--- src/rtl/inst_prefetch_queue.sv ---
// ---------------------------------------------------------------------------
// inst_prefetch_queue
//
// Instruction-fetch front end sitting between the program counter and the
// IF/ID pipeline register. It issues sequential word fetches to an
// instruction memory with variable latency (one request outstanding at most),
// buffers the returned words together with their PCs in a small FIFO, and
// presents the head entry to IF/ID. A redirect from ID (taken branch/jump)
// flushes the FIFO and restarts fetching at the new address.
//
// Ports:
//   clk          rising-edge clock
//   rst_n        asynchronous active-low reset
//   mem_req      registered fetch request to instruction memory
//   mem_addr     registered, word-aligned fetch byte address
//   mem_ready    memory accepts the request and returns data this cycle
//   mem_rdata    instruction word, valid when mem_req && mem_ready
//   redirect     flush the queue and restart fetch at redirect_pc
//   redirect_pc  new fetch address (bits [1:0] are forced to zero)
//   deq          IF/ID consumes the head entry (low = stall)
//   out_valid    head entry valid
//   out_instru   head instruction (zero when empty)
//   out_pc       PC of the head instruction (zero when empty)
//   count        number of occupied entries
// ---------------------------------------------------------------------------
module inst_prefetch_queue #(
  parameter int unsigned DEPTH    = 4,
  parameter int unsigned PTR_W    = 2,
  parameter logic [31:0] RESET_PC = 32'h0000_0000
) (
  input  logic             clk,
  input  logic             rst_n,
  output logic             mem_req,
  output logic [31:0]      mem_addr,
  input  logic             mem_ready,
  input  logic [31:0]      mem_rdata,
  input  logic             redirect,
  input  logic [31:0]      redirect_pc,
  input  logic             deq,
  output logic             out_valid,
  output logic [31:0]      out_instru,
  output logic [31:0]      out_pc,
  output logic [PTR_W:0]   count
);

  localparam logic [PTR_W:0]   CNT_ZERO  = (PTR_W + 1)'(32'd0);
  localparam logic [PTR_W:0]   CNT_ONE   = (PTR_W + 1)'(32'd1);
  localparam logic [PTR_W:0]   DEPTH_CNT = (PTR_W + 1)'(DEPTH);
  localparam logic [PTR_W-1:0] PTR_ZERO  = PTR_W'(32'd0);
  localparam logic [PTR_W-1:0] PTR_ONE   = PTR_W'(32'd1);

  // Registered state
  logic [31:0]      instr_q_r [DEPTH];
  logic [31:0]      pc_q_r    [DEPTH];
  logic [PTR_W-1:0] rd_ptr_r;
  logic [PTR_W-1:0] wr_ptr_r;
  logic [PTR_W:0]   count_r;
  logic [31:0]      fetch_pc_r;
  logic             req_r;
  logic [31:0]      addr_r;
  logic             discard_r;

  // Next-state values
  logic [PTR_W-1:0] rd_ptr_nxt_s;
  logic [PTR_W-1:0] wr_ptr_nxt_s;
  logic [PTR_W:0]   count_nxt_s;
  logic [31:0]      fetch_pc_nxt_s;
  logic             req_nxt_s;
  logic [31:0]      addr_nxt_s;
  logic             discard_nxt_s;

  // Per-cycle events
  logic             done_s;
  logic             empty_s;
  logic             enq_s;
  logic             deq_s;

  // The two low redirect bits are intentionally dropped.
  logic             unused_pc_bits_s;
  assign unused_pc_bits_s = ^redirect_pc[1:0];

  // Next-state computation: queue bookkeeping, fetch address and request issue
  always_comb begin
    done_s  = req_r & mem_ready;
    empty_s = (count_r == CNT_ZERO);
    // A redirect drops any completing response and ignores any dequeue.
    enq_s   = done_s & ~discard_r & ~redirect;
    deq_s   = deq & ~empty_s & ~redirect;

    count_nxt_s    = count_r;
    rd_ptr_nxt_s   = rd_ptr_r;
    wr_ptr_nxt_s   = wr_ptr_r;
    fetch_pc_nxt_s = fetch_pc_r;
    discard_nxt_s  = discard_r;
    req_nxt_s      = 1'b0;
    addr_nxt_s     = addr_r;

    if (redirect) begin
      count_nxt_s    = CNT_ZERO;
      rd_ptr_nxt_s   = PTR_ZERO;
      wr_ptr_nxt_s   = PTR_ZERO;
      fetch_pc_nxt_s = {redirect_pc[31:2], 2'b00};
      // A request still waiting for memory cannot be withdrawn; its data
      // must be thrown away when it finally arrives.
      discard_nxt_s  = req_r & ~mem_ready;
    end else begin
      case ({enq_s, deq_s})
        2'b10: begin
          count_nxt_s  = count_r + CNT_ONE;
          wr_ptr_nxt_s = wr_ptr_r + PTR_ONE;
        end
        2'b01: begin
          count_nxt_s  = count_r - CNT_ONE;
          rd_ptr_nxt_s = rd_ptr_r + PTR_ONE;
        end
        2'b11: begin
          wr_ptr_nxt_s = wr_ptr_r + PTR_ONE;
          rd_ptr_nxt_s = rd_ptr_r + PTR_ONE;
        end
        default: begin
          count_nxt_s = count_r;
        end
      endcase

      if (done_s) begin
        discard_nxt_s = 1'b0;
        // After a discarded response fetch_pc already holds the redirect
        // target and must not advance past it.
        if (discard_r) begin
          fetch_pc_nxt_s = fetch_pc_r;
        end else begin
          fetch_pc_nxt_s = addr_r + 32'd4;
        end
      end else begin
        discard_nxt_s = discard_r;
      end
    end

    // A waiting request holds its handshake; otherwise a new request is
    // issued only if the slot it will fill is free after this cycle.
    if (req_r && !mem_ready) begin
      req_nxt_s  = 1'b1;
      addr_nxt_s = addr_r;
    end else begin
      req_nxt_s  = (count_nxt_s < DEPTH_CNT);
      addr_nxt_s = fetch_pc_nxt_s;
    end
  end

  // Control state registers
  always_ff @(posedge clk or negedge rst_n) begin
    if (!rst_n) begin
      rd_ptr_r   <= PTR_ZERO;
      wr_ptr_r   <= PTR_ZERO;
      count_r    <= CNT_ZERO;
      fetch_pc_r <= RESET_PC;
      req_r      <= 1'b0;
      addr_r     <= RESET_PC;
      discard_r  <= 1'b0;
    end else begin
      rd_ptr_r   <= rd_ptr_nxt_s;
      wr_ptr_r   <= wr_ptr_nxt_s;
      count_r    <= count_nxt_s;
      fetch_pc_r <= fetch_pc_nxt_s;
      req_r      <= req_nxt_s;
      addr_r     <= addr_nxt_s;
      discard_r  <= discard_nxt_s;
    end
  end

  // FIFO storage; cleared on reset so no unknown value can ever leak out
  always_ff @(posedge clk or negedge rst_n) begin
    if (!rst_n) begin
      for (int i = 0; i < int'(DEPTH); i++) begin
        instr_q_r[i] <= 32'h0000_0000;
        pc_q_r[i]    <= 32'h0000_0000;
      end
    end else begin
      if (enq_s) begin
        instr_q_r[wr_ptr_r] <= mem_rdata;
        pc_q_r[wr_ptr_r]    <= addr_r;
      end
    end
  end

  assign mem_req    = req_r;
  assign mem_addr   = addr_r;
  assign count      = count_r;
  assign out_valid  = ~empty_s;
  // Head is read combinationally but masked to zero while empty.
  assign out_instru = empty_s ? 32'h0000_0000 : instr_q_r[rd_ptr_r];
  assign out_pc     = empty_s ? 32'h0000_0000 : pc_q_r[rd_ptr_r];

endmodule

--- config.mk ---
export PLATFORM = sky130hd
export DESIGN_NAME = inst_prefetch_queue
export DESIGN_NICKNAME = d
export VERILOG_FILES = /design/src/rtl/inst_prefetch_queue.sv
export SDC_FILE = /design/constraint.sdc
export NUM_CORES = 1
export LEC_CHECK = 0
export BUFFER_PORTS_ARGS = -buffer_cell sky130_fd_sc_hd__buf_2
export CAP_MARGIN = 5
export CELL_PAD_IN_SITES_DETAIL_PLACEMENT = 0
export CELL_PAD_IN_SITES_GLOBAL_PLACEMENT = 1
export CORE_AREA = 5 5 192 194
export CTS_CLUSTER_DIAMETER = 150
export DETAILED_ROUTE_END_ITERATION = 8
export DIE_AREA = 0 0 197 199
export PLACE_DENSITY_LB_ADDON = 0.05
export SKIP_CTS_REPAIR_TIMING = 1
export SLEW_MARGIN = 20
export SYNTH_ARGS = -nofsm -noshare
export SYNTH_HDL_FRONTEND = slang
export SYNTH_SLANG_ARGS = --single-unit
--- constraint.sdc ---
create_clock -name clk -period 6.3 [get_ports clk]
set_clock_uncertainty 0.05 [all_clocks]
set_input_delay 0.945 -clock clk [delete_from_list [all_inputs] [get_ports clk]]
set_output_delay 0.945 -clock clk [all_outputs]
set_load 0.005 [all_outputs]
Word level (Yosys, flattened, before mapping):

Cells that the tools add are included.

* muxes and demuxes: 24
* bitwise logic cells: 12
* order comparisons: 4
* add/sub/neg operators: 5
* equality and inequality tests: 3
* reduce and logical (&&, ||, !) cells: 9

Operators by type and width (count)
* 2-to-1 mux 32 bit: 10
* bitwise mux 128 bit: 2
* binary-select mux 32 bit (select 2 bit): 2
* demux 32 bit (select 2 bit): 1
* adder 32 x 3 -> 32 bit (second input constant): 1
* 2-to-1 mux 2 bit: 4
* AND 1 bit: 6
* greater-or-equal comparator 3 bit (second input constant): 2
* NOT 2 -> 3 bit: 2
* one-hot mux 3 bit (2 select lines): 1
* nonzero test 2 bit: 3
* adder 2 x 1 -> 2 bit (second input constant): 2
* == test 2 bit (second input constant): 2
* NOT 1 bit: 4
* OR reduction 2 bit: 2
* adder 3 x 1 -> 3 bit (second input constant): 1
* logical NOT 3 bit: 1
* less-than comparator 3 x 1 -> 1 bit (second input constant): 1
* less-than comparator 3 bit (second input constant): 1
* 2-to-1 mux 1 bit: 3
* 2-to-1 mux 3 bit: 1
* subtractor 3 x 1 -> 3 bit (second input constant): 1
* == test 2 x 1 -> 1 bit (second input constant): 1
* logical AND 1 bit: 2
* logical NOT 1 bit: 1

* flip-flop bits (word level): 329
* output and inout bits: 101

Longest topological paths before layout:

Gate-level depths: netlist (run 1).

* word-level depth: 9
* mapped depth: 10
* mapped depth without buffers: 9

Worst setup path before layout (run 1):

No wires, ideal clock.

* path type: in2reg
* from: input port redirect
* to: register req_r, in the netlist mem_req
* buffers on the path: 3
* data required time: 6120 ps
* setup time: 130 ps
* stages: 10
* arrival: 3117 ps
* setup slack: 3003 ps
* cells stage by stage: clkbuf_1 > clkbuf_1 > clkbuf_1 > nor2_1 > ha_1 > fa_1 > xnor2_1 > or3_1 > a21oi_1 > nand2_1

* cells in the longest elaborated chain, start to end: 7
* elaborated cells between the ends (all ways): 9

Ends and longest elaborated chain
* start, declared: line 37 `input logic redirect,`
* NOT 1 bit: line 87, 88
* AND 1 bit, on equally long branches: line 88, 87
* == test 2 x 1 -> 1 bit / == test 2 bit (equally long branches): line 107 `case ({enq_s, deq_s})`
* one-hot mux 3 bit (2 select lines): line 107
* 2-to-1 mux 3 bit *: line 98 `if (redirect) begin`
* named net count_nxt_s[2]: line 66 `logic [PTR_W:0] count_nxt_s;`
* less-than comparator 3 bit *: line 145 `req_nxt_s = (count_nxt_s < DEPTH_CNT);`
* 2-to-1 mux 1 bit *: line 141 `if (req_r && !mem_ready) begin`
* named net req_nxt_s: line 68 `logic req_nxt_s;`
* end signal, assigned: line 165 `req_r <= req_nxt_s;`
* end, declared: line 59 `logic req_r;`

The timed path passes the listed nets; every way through them passes the cells marked *.
A chain may end at the register's enable or synchronous reset.

Worst setup path after layout (run 1):

* from: input port redirect
* to: register pc_q_r[119] (netlist name)

* cells in the longest elaborated chain, start to end: 2

Ends and longest elaborated chain
* NOT 1 bit: line 87 `enq_s = done_s & ~discard_r & ~redirect;`
* AND 1 bit: line 87
* end signal, assigned by index: line 181 `pc_q_r[wr_ptr_r] <= addr_r;`
* end, declared: line 54 `logic [31:0] pc_q_r [DEPTH];`

Every way passes these cells.

==> results of run 1 <==
[power groups by stage]
| stage | sequential (mW) | clock [mW] | combinational [mW] |
|---|---|---|---|
| after detailed placement | 2.78 | 0 | 0.813 |
| after CTS | 2.74 | 2.27 | 0.817 |
| after global routing | 2.79 | 2.35 | 0.898 |
| after global placement | 2.77 | 0 | 0.793 |
| after floorplan | 2.66 | 0 | 0.649 |
| final | 2.74 | 2.20 | 0.800 |
[critical path, cell delays in order]
cell     delay, ns
buf_2         0.07
buf_4         0.32
inv_1         0.35
nand2_1       0.50
inv_2         0.26
nand2_4       0.38
buf_4         0.66
mux2_2        0.41
[cell families (layout without fill, tap and decap cells)]
kind of cell | after synthesis | in the layout | synth area share (%)
AOI/OAI and AO/OA | 123 | 123 | 4.92
buffers and inverters | 103 | 258 | 2.83
and+or+nand+nor | 268 | 268 | 9.01
muxes | 316 | 316 | 27.7
other | 0 | 1 | 0
adders and majority gates | 9 | 9 | 0.778
DFF | 329 | 329 | 53.3
xor gates and xnor gates | 26 | 26 | 1.48
[cells in the final DEF, fill, tap and decap left out, drive strengths merged, types with 12 or more instances in the layout]
master  count
a21oi      36
nand2      87
nor2       41
mux2      245
nand3      12
xnor2      17
clkbuf     57
nand4      13
mux4       64
inv        12
buf       182
o21ai      41
dfrtp     329
and2       68
[area by class of cell]
class                           count  area (µm²)
Fill cell                        3197       17200
Sequential cell                   329        8240
Multi-Input combinational cell    742        6800
Clock buffer                       57        1150
Timing Repair Buffer              182         971
Tap cell                          461         577
Clock inverter                      8        93.8
Inverter                           11        41.3
Antenna cell                        1        2.50
[metal layers]
| metal | vias to the layer above | global-route usage, % | part of all wire, % |
|---|---|---|---|
| met4 | 0 | 5.37 | 2.0 |
| met2 | 194 | 32.4 | 48 |
| li1 | 4494 | - | - |
| met5 | - | 0 | 0 |
| met1 | 5088 | 27.8 | 46 |
| met3 | 46 | 3.47 | 4.6 |
[stage by stage]
stage,utilization [%],setup WS (ns),hold WS (ns)
after CTS,51.0,2.66,0.325
after detailed placement,47.5,2.07,0.417
after global routing,51.0,2.48,0.366
after global placement,47.5,2.10,0.409
final,51.0,2.68,0.327
after floorplan,-,3.00,0.395
[registers in the layout (all words and copies together) (netlist names)]
register,flops
count,3
discard_r,1
fetch_pc_r,32
instr_q_r,128
mem_addr,32
mem_req,1
pc_q_r,128
rd_ptr_r,2
wr_ptr_r,2
[worst min path at each step]
| stage | startpoint | depth (start not counted) | slack, ns | end |
|---|---|---|---|---|
| floorplan | pc_q_r[46] | 2 | 0.39 | pc_q_r[46] |
| global placement | pc_q_r[126] | 2 | 0.41 | pc_q_r[126] |
| detailed placement | pc_q_r[58] | 2 | 0.42 | pc_q_r[58] |
| CTS | rst_n | 1 | 0.33 | instr_q_r[29] |
| global route | rst_n | 1 | 0.37 | instr_q_r[121] |
| finish | rst_n | 1 | 0.33 | instr_q_r[123] |
==> flow_summary.ini, run 1 <==
[run_status]
outcome = finished clean

[timing]
post-route-period-util_pct = 57.4
max_freq_mhz = 276
rsz0062_at_grt = false
setup_viol = 0
worst_slew_pin_slew_ns = 1.13
finalMaxSlewViolations = 0
min_period_ns = 3.62
finalSetupTns_ns = 0
hold_viol = 0
slew_headroom_pct = 24.9

[yosys]
synth.yosys.warnings = 0
synthesis.nets = 1252
synth_top_area_share_pct = 53.3
synthTopCellsByCount = 329 x dfrtp_1, 245 x mux2_2, 87 x nand2_1, 68 x and2_1, 64 x mux4_2
synth_most_common_cell = dfrtp_1
synth_seq_cells = 329
yosysSeqAreaShare_pct = 53.3
synth_enable_flop_cells = 0
syn_avg_cell_area_um2 = 13.2
synth.top_cells.by_area = dfrtp_1 53%, mux2_2 18%, mux4_2 9.3%, and2_1 2.8%, nand2_1 2.1%
synthArstFlopShare_pct = 100
synth_cell_type_count = 55
synth.largest_area_cell = dfrtp_1
netlist_instances = 1174
syn_area_mm2 = 0.0154
ys.flop_type = dfrtp_1

[die]
die_y_um = 199
rows = 69
die_x_um = 197
core_mm2 = 0.0351
initial_utilization_pct = 44.0
ioPinCount = 170
die-area_mm2 = 0.0392

[flow_run]
drv_cap = 0

[worst_setup_path]
r2r_slack_ns = 3.24
path_class = in2reg
crit_path_end = pc_q_r[119]
r2r-end = mem_req
cp-start-kind = input pin
cp.arrival_ns = 3.98
worstSetupStartpoint = redirect
r2r-start = count[0]
worstPathMaxFanout = 49
reg2regPathDepth = 9
required_ns = 6.66
endpoint_kind = register

[power]
internal_power_mw = 4.32
ir_drop_v = 0.000223
power_density_mw_per_mm2 = 321
swShare_pct = 24.8
power_frac_comb_pct = 13.9
clkPwrFrac_pct = 38.3
power.switching_mw = 1.43
power.total_mw = 5.74
pwr-share-seq_pct = 47.8
total_leakage_power_nw = 8.32

[place]
place_hpwl_um = 23100
place_congestion = 0.772
place_area_mm2 = 0.0166
dp.cells = 1725
portBuffers = 167

[global_route]
overflow = 0
grt_pass1_vias = 10439
antenna_found_initial = 1
grt_max_degree = 122
grt_pass1_wl_um = 61300
grt_use_total_pct = 19.9

[clock_tree]
clock_path_buffers = 3
root_buffer = clkbuf_16
path_clk_slew_ns = 0.06
clock-sinks = 329
clk_latency_ns = 0.53
htreeDepth = 2
cts_tree = done
numCtsBuffers = 38

[routing]
wl_per_cell_um = 21.2
via_per_inst = 5.48
drt_iter0_drc = 459
routed_wl_um = 38000
dr_total_vias = 9822
drc = 0
ant_nets = 0
first_pass_iters = 4

[final_layout]
fin_nets = 1382
area_growth_pct = 15.8
finalNonFillerCells = 1791
design_area_mm2 = 0.0179
drive_above_1_share_pct = 42.7

[min_path]
worstHoldPathType = in2async
Note: power is estimated with default switching activity, not from simulation.
==> run 2: changes to the inputs <==
CORE_AREA = 5 5 194 196   (was 5 5 192 194)
DIE_AREA = 0 0 199 201   (was 0 0 197 199)
clock period = 3.1 ns   (was 6.3 ns; I/O delays follow)
==> flow_summary.ini, run 2 (synthesis gave the netlist of run 1 again) <==
[run_status]
outcome = finished clean

[routing]
drc = 0
first_pass_iters = 5
wl_per_cell_um = 21.0
dr_total_vias = 9924
drt_iter0_drc = 494
routed_wl_um = 38300
via_per_inst = 5.45
ant_nets = 0

[worst_setup_path]
slowest_stage = dfrtp_4
cp.arrival_ns = 2.39
worstPathMaxFanout = 16
cp-start-kind = register
r2r_slack_ns = 0.46
path_class = reg2out
endpoint_kind = output port
slowest_delay_ns = 0.68
required_ns = 2.58
worstPathCellList = buf_4, mux4_2, and2_1, buf_2

[timing]
slew_headroom_pct = 50.6
finalMaxSlewViolations = 0
hold_viol = 0
setup_viol = 0
max_freq_mhz = 344
worst_slew_pin_slew_ns = 0.741
rsz0062_at_grt = false
fin_ws_ns = 0.195
post-route-period-util_pct = 93.7
min_period_ns = 2.91
finalSetupTns_ns = 0
hold_ws_ns = 0.123

[die]
die_y_um = 201
rows = 70
die-area_mm2 = 0.0400
die_x_um = 199
initial_utilization_pct = 43.0
core_mm2 = 0.0359
ioPinCount = 170

[final_layout]
reg.largest.list = instr_q_r x128, pc_q_r x128
antenna_cells = 0
design_area_mm2 = 0.0182
area_growth_pct = 18.2
final_common_cell = dfrtp_1
fin_nets = 1402
drive_above_1_share_pct = 43.6
layout_common_cells = 327 x dfrtp_1, 245 x mux2_2, 166 x buf_2
fin_util_pct = 50.8
finalNonFillerCells = 1820

[power]
total_leakage_power_nw = 8.51
power_density_mw_per_mm2 = 650
power.total_mw = 11.9
ir_drop_v = 0.000364

[global_route]
overflow = 0
grt_pass1_vias = 10579
grt_pass1_wl_um = 61800
antenna_found_initial = 0
grt_max_degree = 73
grt_use_total_pct = 19.4

[clock_tree]
path_clk_slew_ns = 0.06
clock-sinks = 329
htreeDepth = 2
cts_tree = done
root_buffer = clkbuf_16
clk_latency_ns = 0.51
clock_path_buffers = 3
numCtsBuffers = 38

[place]
place_congestion = 0.745
portBuffers = 167
place_area_mm2 = 0.0169
dp.cells = 1751
dp_slack_ns = 0.450
place_hpwl_um = 24600

[min_path]
worstHoldPathType = in2reg

[flow_run]
drv_cap = 0
run 2: changes by cell type in the layout (fill, tap and decap cells not counted), sizes merged:
cell,delta
bufinv,+1
diode,-1
buf,+19
dlygate4sd3,+1
clkbuf,+2
run 2: final timing paths:
check                               startpoint             end  cells after the start
max in group asynchronous                rst_n      pc_q_r[41]                      3
worst max-delay path               rd_ptr_r[0]      out_pc[20]                      4
worst min register to register      pc_q_r[49]      pc_q_r[49]                      2
worst min-delay path            redirect_pc[8]   fetch_pc_r[8]                      2
min in group asynchronous                rst_n  instr_q_r[125]                      2
worst max register to register        count[1]         mem_req                      9
run 2: power by group:
| part | internal, mW | switching [mW] |
|---|---|---|
| clock | 2.86 | 1.73 |
| combinational | 1.02 | 0.695 |
| sequential | 5.06 | 0.479 |
| total | 8.94 | 2.91 |
run 2: layout make-up:
class | count | area, µm²
multi-input combinational | 742 | 6800
tap | 468 | 586
inverter | 11 | 41.3
timing repair buffer | 202 | 1270
clock inverter | 9 | 124
clock buffer | 59 | 1180
fill | 3226 | 17700
sequential | 329 | 8240
run 2: critical path, delay by kind of cell, from the launching register on:
kind / cells / cell delay [ns]
multiplexers: 1 / 0.53
buffers and inverters: 2 / 0.47
flip-flops: 1 / 0.68
AND/OR/NAND/NOR: 1 / 0.20
run 2: per-layer routing:
layer  wire length, µm  global-route usage [%]
met5                 0                       0
met4               507                    3.49
met3              1660                    3.07
met2             18400                    31.7
met1             17700                    28.0
